--- config.mk ---
export PLATFORM = sky130hd
export DESIGN_NAME = regport_rr_arbiter
export DESIGN_NICKNAME = d
export VERILOG_FILES = /design/src/rtl/regport_rr_arbiter.sv
export SDC_FILE = /design/constraint.sdc
export NUM_CORES = 1
export LEC_CHECK = 0
export ABC_CLOCK_PERIOD_IN_PS = 5550
export BUFFER_PORTS_ARGS = -buffer_cell sky130_fd_sc_hd__buf_2
export CELL_PAD_IN_SITES_DETAIL_PLACEMENT = 1
export CELL_PAD_IN_SITES_GLOBAL_PLACEMENT = 1
export CORE_AREA = 2 2 227 229
export DETAILED_ROUTE_END_ITERATION = 10
export DIE_AREA = 0 0 229 231
export PLACE_DENSITY_LB_ADDON = 0.1
export SETUP_SLACK_MARGIN = 0.05
export SLEW_MARGIN = 15
export SYNTH_ARGS = -nofsm -noshare
export SYNTH_HDL_FRONTEND = slang
export SYNTH_SLANG_ARGS = --single-unit
export TNS_END_PERCENT = 5
--- constraint.sdc ---
create_clock -name bus_clk -period 5.55 [get_ports bus_clk]
set_input_delay 1.11 -clock bus_clk [delete_from_list [all_inputs] [get_ports bus_clk]]
set_output_delay 1.11 -clock bus_clk [all_outputs]
set_load 0.05 [all_outputs]
--- src/rtl/regport_rr_arbiter.sv ---
// Round-robin arbiter sharing one downstream RegPort among NUM_MASTERS requesters.
// Optional read timeout is built when REGPORT_ARB_TIMEOUT_EN is defined.
module regport_rr_arbiter #(
    parameter int NUM_MASTERS = 4,
    parameter int REG_AWIDTH  = 32,
    parameter int REG_DWIDTH  = 32,
    parameter int RD_TIMEOUT  = 1023
) (
    input  logic                              bus_clk,
    input  logic                              bus_rst,
    input  logic [NUM_MASTERS-1:0]            m_wr_req,
    input  logic [NUM_MASTERS*REG_AWIDTH-1:0] m_wr_addr,
    input  logic [NUM_MASTERS*REG_DWIDTH-1:0] m_wr_data,
    input  logic [NUM_MASTERS-1:0]            m_rd_req,
    input  logic [NUM_MASTERS*REG_AWIDTH-1:0] m_rd_addr,
    output logic [NUM_MASTERS-1:0]            m_rd_resp,
    output logic [REG_DWIDTH-1:0]             m_rd_data,
    output logic [NUM_MASTERS-1:0]            m_rdy,
    output logic                              s_wr_req,
    output logic [REG_AWIDTH-1:0]             s_wr_addr,
    output logic [REG_DWIDTH-1:0]             s_wr_data,
    output logic                              s_rd_req,
    output logic [REG_AWIDTH-1:0]             s_rd_addr,
    input  logic                              s_rd_resp,
    input  logic [REG_DWIDTH-1:0]             s_rd_data,
    output logic [15:0]                       drop_cnt,
    input  logic                              stat_clr,
    output logic                              timeout_sticky
);
    // state   | meaning
    // IDLE    | nothing in flight; grant next full slot after the RR pointer
    // ISSUE   | one-cycle downstream strobe for the granted slot
    // WAIT_RD | read outstanding; waiting for s_rd_resp (or timeout)
    typedef enum logic [1:0] {IDLE, ISSUE, WAIT_RD} state_t;

    localparam int IDX_W = (NUM_MASTERS > 1) ? $clog2(NUM_MASTERS) : 1;
    localparam int TMO_W = (RD_TIMEOUT > 1) ? $clog2(RD_TIMEOUT + 1) : 1;
`ifdef REGPORT_ARB_TIMEOUT_EN
    localparam bit TMO_EN = 1'b1;
`else
    localparam bit TMO_EN = 1'b0;
`endif

    state_t                 state_q, state_d;
    logic [IDX_W-1:0]       ptr_q, gnt_q, gnt_idx, cand;
    logic                   gnt_found;
    logic [NUM_MASTERS-1:0] slot_full, slot_wr, free_vec;
    logic [REG_AWIDTH-1:0]  slot_addr [NUM_MASTERS];
    logic [REG_DWIDTH-1:0]  slot_data [NUM_MASTERS];
    logic [TMO_W-1:0]       tmo_cnt;
    logic                   cur_wr, tmo_hit, rd_done, drop_any;

    assign m_rdy    = ~slot_full;
    assign cur_wr   = slot_wr[gnt_q];
    assign tmo_hit  = TMO_EN && (state_q == WAIT_RD) && !s_rd_resp && (tmo_cnt == '0);
    assign rd_done  = ((state_q == WAIT_RD) && s_rd_resp) || tmo_hit;
    // a simultaneous write+read from one master keeps the write and counts the read as dropped
    assign drop_any = |((slot_full & (m_wr_req | m_rd_req)) | (~slot_full & m_wr_req & m_rd_req));

    always_comb begin
        gnt_found = 1'b0;
        gnt_idx   = '0;
        cand      = '0;
        for (int k = 1; k <= NUM_MASTERS; k++) begin
            cand = IDX_W'((int'(ptr_q) + k) % NUM_MASTERS);
            if (!gnt_found && slot_full[cand]) begin
                gnt_found = 1'b1;
                gnt_idx   = cand;
            end
        end
    end

    always_comb begin
        free_vec = '0;
        if (((state_q == ISSUE) && cur_wr) || rd_done) begin
            free_vec[gnt_q] = 1'b1;
        end
    end

    always_ff @(posedge bus_clk) begin
        if (bus_rst) begin
            state_q <= IDLE;
        end else begin
            state_q <= state_d;
        end
    end

    always_comb begin
        state_d = state_q;
        case (state_q)
            IDLE:    if (gnt_found) state_d = ISSUE;
            ISSUE:   state_d = cur_wr ? IDLE : WAIT_RD;
            WAIT_RD: if (rd_done) state_d = IDLE;
            default: state_d = IDLE;
        endcase
    end

    always_comb begin
        s_wr_req = (state_q == ISSUE) && cur_wr;
        s_rd_req = (state_q == ISSUE) && !cur_wr;
    end

    // slot payload needs no reset; slot_full qualifies it
    always_ff @(posedge bus_clk) begin
        for (int i = 0; i < NUM_MASTERS; i++) begin
            if (!slot_full[i] && (m_wr_req[i] || m_rd_req[i])) begin
                slot_addr[i] <= m_wr_req[i] ? m_wr_addr[i*REG_AWIDTH +: REG_AWIDTH]
                                            : m_rd_addr[i*REG_AWIDTH +: REG_AWIDTH];
                slot_data[i] <= m_wr_data[i*REG_DWIDTH +: REG_DWIDTH];
            end
        end
    end

    always_ff @(posedge bus_clk) begin
        if (bus_rst) begin
            slot_full      <= '0;
            slot_wr        <= '0;
            ptr_q          <= IDX_W'(NUM_MASTERS - 1);
            gnt_q          <= '0;
            s_wr_addr      <= '0;
            s_wr_data      <= '0;
            s_rd_addr      <= '0;
            m_rd_resp      <= '0;
            m_rd_data      <= '0;
            tmo_cnt        <= '0;
            drop_cnt       <= '0;
            timeout_sticky <= 1'b0;
        end else begin
            m_rd_resp <= '0;
            for (int i = 0; i < NUM_MASTERS; i++) begin
                if (free_vec[i]) begin
                    slot_full[i] <= 1'b0;
                end else if (!slot_full[i] && (m_wr_req[i] || m_rd_req[i])) begin
                    slot_full[i] <= 1'b1;
                    slot_wr[i]   <= m_wr_req[i];
                end
            end

            if ((state_q == IDLE) && gnt_found) begin
                ptr_q <= gnt_idx;
                gnt_q <= gnt_idx;
                if (slot_wr[gnt_idx]) begin
                    s_wr_addr <= slot_addr[gnt_idx];
                    s_wr_data <= slot_data[gnt_idx];
                end else begin
                    s_rd_addr <= slot_addr[gnt_idx];
                end
            end

            if (state_q == ISSUE) begin
                tmo_cnt <= TMO_W'(RD_TIMEOUT - 1);
            end else if ((state_q == WAIT_RD) && (tmo_cnt != '0)) begin
                tmo_cnt <= tmo_cnt - 1'b1;
            end

            if (rd_done) begin
                m_rd_resp[gnt_q] <= 1'b1;
                m_rd_data        <= s_rd_resp ? s_rd_data : '1;
            end

            if (stat_clr) begin
                drop_cnt       <= '0;
                timeout_sticky <= 1'b0;
            end else begin
                if (drop_any && (drop_cnt != 16'hFFFF)) drop_cnt <= drop_cnt + 1'b1;
                if (tmo_hit) timeout_sticky <= 1'b1;
            end
        end
    end

endmodule

==> flow_metrics.tcl, run 1 <==
set metrics [dict create \
    cp_slowest_cell "nor2_4" \
    cts-root-buf "clkbuf_16" \
    hold-worst-slack_ps 453 \
    fp.dieW_um 229 \
    reg2reg_setup_slack_ps 1740 \
    cts_resized 0 \
    viasPerCell 4.84 \
    synthTopCellsByCount "edfxtp_1, mux2_2, dfxtp_1" \
    cp_max_fo 39 \
    grt_pass1_wl_um 85400 \
    relSlewSlack 0.217 \
    multiInputGateArea_um2 6410 \
    fin_crit_sh 0.686 \
    comb_power_share 0.219 \
    hold_start "m_rd_data[21]" \
    synthTopCellsByArea "edfxtp_1, dfxtp_1, mux2_2" \
    r2r_start "slot_full[3]" \
    crit_arrival_ps 4260 \
    remaining_drc_errors 0 \
    io_pins 583 \
    criticalPathCategory "flop to flop" \
    clk-insertion-delay-late_ps 580 \
    worst_ep_required_time_ps 6000 \
    ant_nets 0 \
    htree_levels 2 \
    rsz0062_at_grt "false" \
    core_um2 50700 \
    port_buffers 581 \
    startpoint_type "flop" \
    syn_area_per_cell_um2 13.9 \
    fmax_mhz 263 \
    gp_congestion 0.781 \
    routedLengthMet1_um 24000 \
    ys_warn_count 0 \
    num_vias 12400 \
    drt_iter0_drc 585 \
    nets 2266 \
    async_flop_share 0 \
    start_util 0.350 \
    seqCellArea_um2 10900 \
    setup-violations-final 0 \
    synth_area_um2 17700 \
    cts_buffers 47 \
    route.met3.wl_um 3550 \
    grt.total_usage 0.216 \
    syn_inst 1272 \
    synth-main-ff-cell "edfxtp_1" \
    clk_pin_slew_worst_paths_ps 60 \
    cts_max_path_buffers 3 \
    clock-sinks 418 \
    crit_start "slot_full[3]" \
    rows 83 \
    seq_area_frac_synth 0.617 \
    hp-class "flop to flop" \
    p_seq_frac 0.427 \
    fill_cells 5426 \
    synth_top_area_frac 0.434 \
    grt_pass1_vias 13300 \
    antenna_found_initial 7 \
    overflow 0 \
    end_kind "flop" \
    slew_violations 0 \
    power-per-cell-area_nw_per_um2 382 \
    tightest_slew_ps 1170 \
    finalSetupTns_ps 0 \
    final.setup_skew_ps 18.3 \
    route.final.wire_length_um 58000 \
    fin_area_um2 22900 \
    cp_slowest_stage_delay_ps 910 \
    top_layer "met5" \
    hold_viol_final 0 \
    crit_path_cell_trace "nor2_1 > a211oi_4 > buf_4 > mux2i_1 > mux2_4 > nor2_4 > mux2_2" \
    p_sw_frac 0.295 \
    maxCapViolations 0 \
    finalCriticalPeriod_ps 3810 \
    cts-hold-fix-buffers 0 \
    intPower_uw 6150 \
    routedWlPerCell_um 22.7 \
    status "completed" \
    yosysMostFrequentCell "edfxtp_1" \
    postCtsSetupRepairBufs 0 \
    grt_max_degree 80 \
    firstDrtPassIters 4 \
    synth_nets 1701 \
    drive_gt1_frac 0.499 \
    yosysUniqueCellTypes 49 \
    ys_ff_latch 418 \
    synth_top_area_cell "edfxtp_1" \
    routed-wl-met2_um 29100 \
    place_area_um2 21300 \
    die_y_um 231 \
    dieArea_um2 52900 \
    cts_tree "done" \
    synth_edf_count 256 \
    dp_hpwl_um 41100 \
    vdd_drop_max_uv 322 \
    clkPwrFrac 0.354 \
    leakagePower_uw 0.00934 \
    p_sw_uw 2570 \
    syn_to_final_growth_pct 29.0 \
]
## kinds of logic (layout without fill, tap and decap cells)
| kind of cell | Yosys count | after routing | share of synthesized area |
|---|---|---|---|
| flops | 418 | 418 | 0.617 |
| xor+xnor | 14 | 14 | 0.00692 |
| fa+ha+maj | 1 | 1 | 0.000706 |
| compound gates | 158 | 158 | 0.0547 |
| simple gates | 287 | 287 | 0.0813 |
| mux | 297 | 297 | 0.214 |
| buf+inv | 96 | 700 | 0.0250 |
| other cells | 1 | 4 | 0.000212 |
## power groups by stage
stage / Combinational, µW / Sequential (µW) / Clock, µW
final: 1910 / 3720 / 3090
after global routing: 2040 / 3750 / 3300
after CTS: 1950 / 3730 / 3180
after detailed placement: 1940 / 3790 / 0
after global placement: 1930 / 3780 / 0
after floorplan: 942 / 4160 / 0
## worst max-delay path, delay by kind of cell, from the launching register on
family	cells	cell delay [ps]
mux	3	1160
compound gates	1	270
simple gates	2	1100
buf+inv	1	570
flops	1	500
## placed cells by master (no fill, tap or decap), drive strengths merged, types with 3 or more instances in the layout
master | synthesis | final
clkbuf | 52 | 68
nor2 | 40 | 40
nor4 | 9 | 9
nor2b | 64 | 64
o2111ai | 32 | 32
nand3 | 6 | 6
nor3 | 9 | 9
mux4 | 33 | 33
buf | 36 | 604
a21oi | 68 | 68
and2 | 33 | 33
bufinv | 0 | 4
dfxtp | 162 | 162
nand2 | 108 | 108
clkinv | 0 | 14
diode | 0 | 3
and3 | 3 | 3
nor3b | 4 | 4
mux2i | 39 | 39
edfxtp | 256 | 256
xnor2 | 14 | 14
a211oi | 6 | 6
o21ai | 43 | 43
nand2b | 3 | 3
mux2 | 225 | 225
inv | 8 | 10
## layout make-up
| cell class | count | area share |
|---|---|---|
| well taps | 680 | 0.0372 |
| diodes | 3 | 0.000328 |
| clock buffers | 68 | 0.0572 |
| flip-flops and latches | 418 | 0.478 |
| inverters | 8 | 0.00131 |
| clock inverters | 20 | 0.00931 |
| repair buffers | 604 | 0.136 |
| multi-input cells | 758 | 0.280 |
## metal layers
metal  vias up  global-route usage
met4         4              0.0550
met1      6082               0.266
met2       379               0.378
met5         -                   0
li1       5833                   -
met3        84              0.0543
## per-stage QoR
stage	std cells	util	setup slack (ps)	total power (µW)
2_1_floorplan	1272	-	482	5100
6_report	2559	0.451	1740	8730
3_5_place_dp	2468	0.421	1720	5730
4_1_cts	2556	0.451	1700	8860
5_1_grt	2558	0.451	1520	9090
3_3_place_gp	2468	0.421	1790	5710
## worst paths after layout
path,to,cells past startpoint
setup / recovery,s_wr_addr[27],7
hold / removal,m_rd_data[21],2
setup reg to reg,s_wr_addr[27],7
hold reg to reg,m_rd_data[21],2
## sequential cells by signal, summed over array words and instances, names as in the netlist, 16 cells and up
register	cells
drop_cnt	16
m_rd_data	32
s_rd_addr	32
s_wr_addr	32
s_wr_data	32
slot_addr	128
slot_data	128
No activity file was read; power rests on OpenSTA's default activity.
==> run 2: changes to the inputs <==
- ABC_CLOCK_PERIOD_IN_PS: 5550 -> 3700
- clock period: 5.55 -> 3.7 ns (I/O delays scaled with it)
==> run 2 against run 1 <==
Effect of this change:
- final cell count grew 0.43%
- clock-buffer cell count rose by 7
- first-iteration DRC count fell by 4.4%
- final area rose by 0.45%
- largest cell class unchanged
- total power grew 50%
- critical path depth unchanged
- maximum frequency grew 23%
- die area unchanged
- routed wire length up 2.3%
- combinational power rose by 52%
- clock power up 48%
==> flow_metrics.tcl, run 2 (synthesis results as in run 1) <==
set metrics [dict create \
    slew_violations 0 \
    firstDrtPassIters 5 \
    hold_viol_final 0 \
    cts-hold-fix-buffers 0 \
    drt_iter0_drc 559 \
    fin_crit_sh 0.835 \
    fin_area_um2 23000 \
    final_common_cell "buf_2" \
    cts_tree "done" \
    dp_hpwl_um 42300 \
    comb_power_share 0.222 \
    end_kind "flop" \
    start_util 0.350 \
    routedWlPerCell_um 23.1 \
    grt_pass1_vias 13500 \
    cts_max_path_buffers 3 \
    relSlewSlack 0.404 \
    place_area_um2 21400 \
    post-route-util 0.453 \
    final.setup_skew_ps 12.6 \
    cp_max_fo 21 \
    viasPerCell 4.88 \
    intPower_uw 9210 \
    finalCriticalPeriod_ps 3090 \
    drive_gt1_frac 0.501 \
    reg_top3 "slot_addr: 128 flops, slot_data: 128 flops" \
    power-per-cell-area_nw_per_um2 569 \
    dieArea_um2 52900 \
    maxCapViolations 0 \
    clock-sinks 418 \
    overflow 0 \
    rows 83 \
    p_sw_frac 0.296 \
    leakagePower_uw 0.00938 \
    route.final.wire_length_um 59300 \
    rsz0062_at_grt "false" \
    hold-worst-slack_ps 335 \
    fmax_mhz 324 \
    core_um2 50700 \
    hp-class "primary input to flop" \
    startpoint_type "flop" \
    p_sw_uw 3870 \
    port_buffers 581 \
    grt_max_degree 146 \
    clkPwrFrac 0.351 \
    syn_to_final_growth_pct 29.6 \
    postCtsSetupRepairBufs 0 \
    fp.dieW_um 229 \
    cts_resized 0 \
    power.total_uw 13100 \
    clk-insertion-delay-late_ps 570 \
    num_vias 12500 \
    worst_ep_required_time_ps 4150 \
    setup-violations-final 0 \
    die_y_um 231 \
    crit_arrival_ps 3540 \
    status "completed" \
    criticalPathCategory "flop to flop" \
    final_cell_mix "buf_2, edfxtp_1, mux2_2" \
    gp_congestion 0.765 \
    htree_levels 2 \
    clk_pin_slew_worst_paths_ps 60 \
    cts_buffers 47 \
    p_seq_frac 0.427 \
    io_pins 583 \
    grt_pass1_wl_um 86800 \
    ant_nets 0 \
    grt.total_usage 0.220 \
    vdd_drop_max_uv 378 \
    remaining_drc_errors 0 \
    nets 2272 \
    antenna_found_initial 16 \
    tightest_slew_ps 892 \
    cts-root-buf "clkbuf_16" \
]
run 2: worst max-delay path: stages, from the launching register on:
cell and delay, ps:
dfxtp_1 410, o21a_1 260, a211oi_4 550, mux2i_1 240, mux2_4 430, nor2_4 440, buf_12 260, mux2_2 350
run 2: power by group through the flow:
stage               Clock [µW]  Combinational [µW]  Sequential [µW]
finish                    4580                2910             5580
global route              4890                3100             5630
CTS                       4710                2960             5590
detailed placement           0                2950             5680
global placement             0                2930             5660
floorplan                    0                1410             6240
run 2: layer usage:
layer	wire length, µm	track usage	vias to the layer above	share of wire
li1	-	-	5864	-
met1	25000	0.274	6213	0.42
met2	29600	0.378	357	0.50
met3	3140	0.0466	89	0.053
met4	1600	0.0800	10	0.027
met5	62	0	-	0.0010
run 2: final cells by class:
| class | count | area [µm²] |
|---|---|---|
| diodes | 8 | 20.0 |
| clock buffers | 75 | 1380 |
| clock inverters | 13 | 125 |
| fillers | 5450 | 27700 |
| inverters | 8 | 30.0 |
| multi-input cells | 758 | 6410 |
| flip-flops and latches | 418 | 10900 |
| well taps | 680 | 851 |
| repair buffers | 610 | 3220 |
run 2: final timing paths:
kind | depth (start not counted) | from | to | slack [ps]
worst min register to register | 2 | m_rd_data[7] | m_rd_data[7] | 450
worst max-delay path | 7 | slot_full[0] | s_wr_addr[5] | 610
worst min-delay path | 1 | m_wr_data[110] | slot_data[3][14] | 340
worst max register to register | 7 | slot_full[0] | s_wr_addr[5] | 610
run 2: stage by stage:
step / instances / setup TNS [ps] / worst slack (ps)
floorplan: 1272 / -35110 / -549
global placement: 2474 / 0 / 625
detailed placement: 2474 / 0 / 566
CTS: 2562 / 0 / 539
global route: 2569 / 0 / 403
finish: 2570 / 0 / 611
==> run 3: changes to the inputs <==
- ABC_CLOCK_PERIOD_IN_PS: 3700 -> 3200
- clock period: 3.7 -> 3.2 ns (I/O delays scaled with it)
==> run 3 against run 2 <==
Effect of this change:
- clock power rose by 17%
- via count is 0.28% lower
- total power grew 16%
- combinational power is 15% higher
- global-route usage fell by 0.20 points
- non-clock buffer count rose by 2
- highest routed layer unchanged
- sequential cell count unchanged
- core utilization is essentially flat
==> flow_metrics.tcl, run 3 (synthesis results as in run 1) <==
set metrics [dict create \
    status "completed" \
    fin_area_um2 23000 \
    crit_start "gnt_q[0]" \
    crit_arrival_ps 2310 \
    port_buffers 581 \
    reg2reg_setup_slack_ps 530 \
    antenna_found_initial 12 \
    rows 83 \
    worst_ep_required_time_ps 2560 \
    cp_max_fo 7 \
    cts-hold-fix-buffers 0 \
    io_pins 583 \
    seqCellArea_um2 10900 \
    fill_cells 5424 \
    cts_max_path_buffers 3 \
    relSlewSlack 0.414 \
    remaining_drc_errors 0 \
    grt_use_met2 0.380 \
    power-per-cell-area_nw_per_um2 660 \
    final_common_cell "buf_2" \
    clk_pin_slew_worst_paths_ps 60 \
    startpoint_type "flop" \
    num_vias 12500 \
    slew_violations 0 \
    cts_resized 0 \
    fin_crit_sh 0.921 \
    maxCapViolations 0 \
    ant_nets 0 \
    r2r_end "s_wr_addr[10]" \
    criticalPathCategory "flop to output port" \
    grt_util_met3 0.0539 \
    grt_max_degree 103 \
    dieArea_um2 52900 \
    dp_hpwl_um 42200 \
    postCtsSetupRepairBufs 0 \
    clk-insertion-delay-late_ps 580 \
    final_cell_mix "buf_2, edfxtp_1, mux2_2" \
    reg2reg_depth 7 \
    place_area_um2 21400 \
    firstDrtPassIters 4 \
    core_um2 50700 \
    end_kind "output port" \
    finalCriticalPeriod_ps 2950 \
    routedWlPerCell_um 22.9 \
    grt_pass1_wl_um 85500 \
    fmax_mhz 339 \
    route.final.wire_length_um 58900 \
    rsz0062_at_grt "false" \
    cts_tree "done" \
    htree_levels 2 \
    gp_congestion 0.774 \
    cts-root-buf "clkbuf_16" \
    busiest_layer "met2" \
    grtUsageMet1 0.264 \
    final.setup_skew_ps 9.26 \
    cts_buffers 48 \
    die_y_um 231 \
    grt_pass1_vias 13500 \
    start_util 0.350 \
    viasPerCell 4.86 \
    multiInputGateArea_um2 6410 \
    fp.dieW_um 229 \
    hold_viol_final 0 \
    drive_gt1_frac 0.503 \
    nets 2275 \
    overflow 0 \
    power.total_uw 15200 \
    syn_to_final_growth_pct 29.6 \
    reg_top3 "slot_addr: 128 flops, slot_data: 128 flops" \
    setup-violations-final 0 \
    drt_iter0_drc 586 \
    clock-sinks 418 \
    tightest_slew_ps 879 \
    hp-class "primary input to flop" \
    leakagePower_uw 0.00940 \
    cp-endpoint "s_rd_req" \
    vdd_drop_max_uv 428 \
    r2r_start "slot_full[3]" \
    grt.total_usage 0.218 \
]
==> run 3: critical path: stages, from the launching register on <==
cell and delay [ps]:
dfxtp_1 480, mux4_2 570, nor3b_1 310, buf_2 360
==> run 3: per-layer routing <==
layer	up-vias	wire length (µm)
met5	-	45
met4	8	1570
met3	99	3550
met2	359	29600
met1	6159	24100
li1	5873	-
==> run 3: stage by stage <==
step / utilization / hold slack [ps] / setup TNS [ps] / worst slack [ps] / instances
finish: 0.453 / 234 / 0 / 252 / 2573
global route: 0.453 / 195 / 0 / 121 / 2569
CTS: 0.453 / 185 / 0 / 193 / 2566
detailed placement: 0.423 / 444 / 0 / 502 / 2476
global placement: 0.423 / 438 / 0 / 576 / 2476
floorplan: - / 477 / -210 / -210 / 1272
==> run 3: power breakdown <==
group / total, µW / switching (µW) / internal [µW]
Sequential: 6460 / 195 / 6270
Combinational: 3360 / 2090 / 1270
Clock: 5340 / 2200 / 3140
Total: 15200 / 4490 / 10700
==> run 3: final cells by class <==
cell class,count,share of cell area
sequential,418,0.476
timing repair buffer,612,0.139
antenna,7,0.000763
clock buffer,71,0.0601
multi-input combinational,758,0.279
inverter,8,0.00131
clock inverter,19,0.00643
tap,680,0.0371
==> run 3: worst min path at each step <==
stage / from / end / slack, ps / cells after the start
after floorplan: slot_wr[0] / slot_wr[0] / 480 / 2
after global placement: m_rd_data[28] / m_rd_data[28] / 440 / 2
after detailed placement: m_rd_data[28] / m_rd_data[28] / 440 / 2
after CTS: m_wr_data[64] / slot_data[2][0] / 180 / 1
after global routing: m_wr_data[2] / slot_data[0][2] / 200 / 1
final: m_wr_data[71] / slot_data[2][7] / 230 / 1
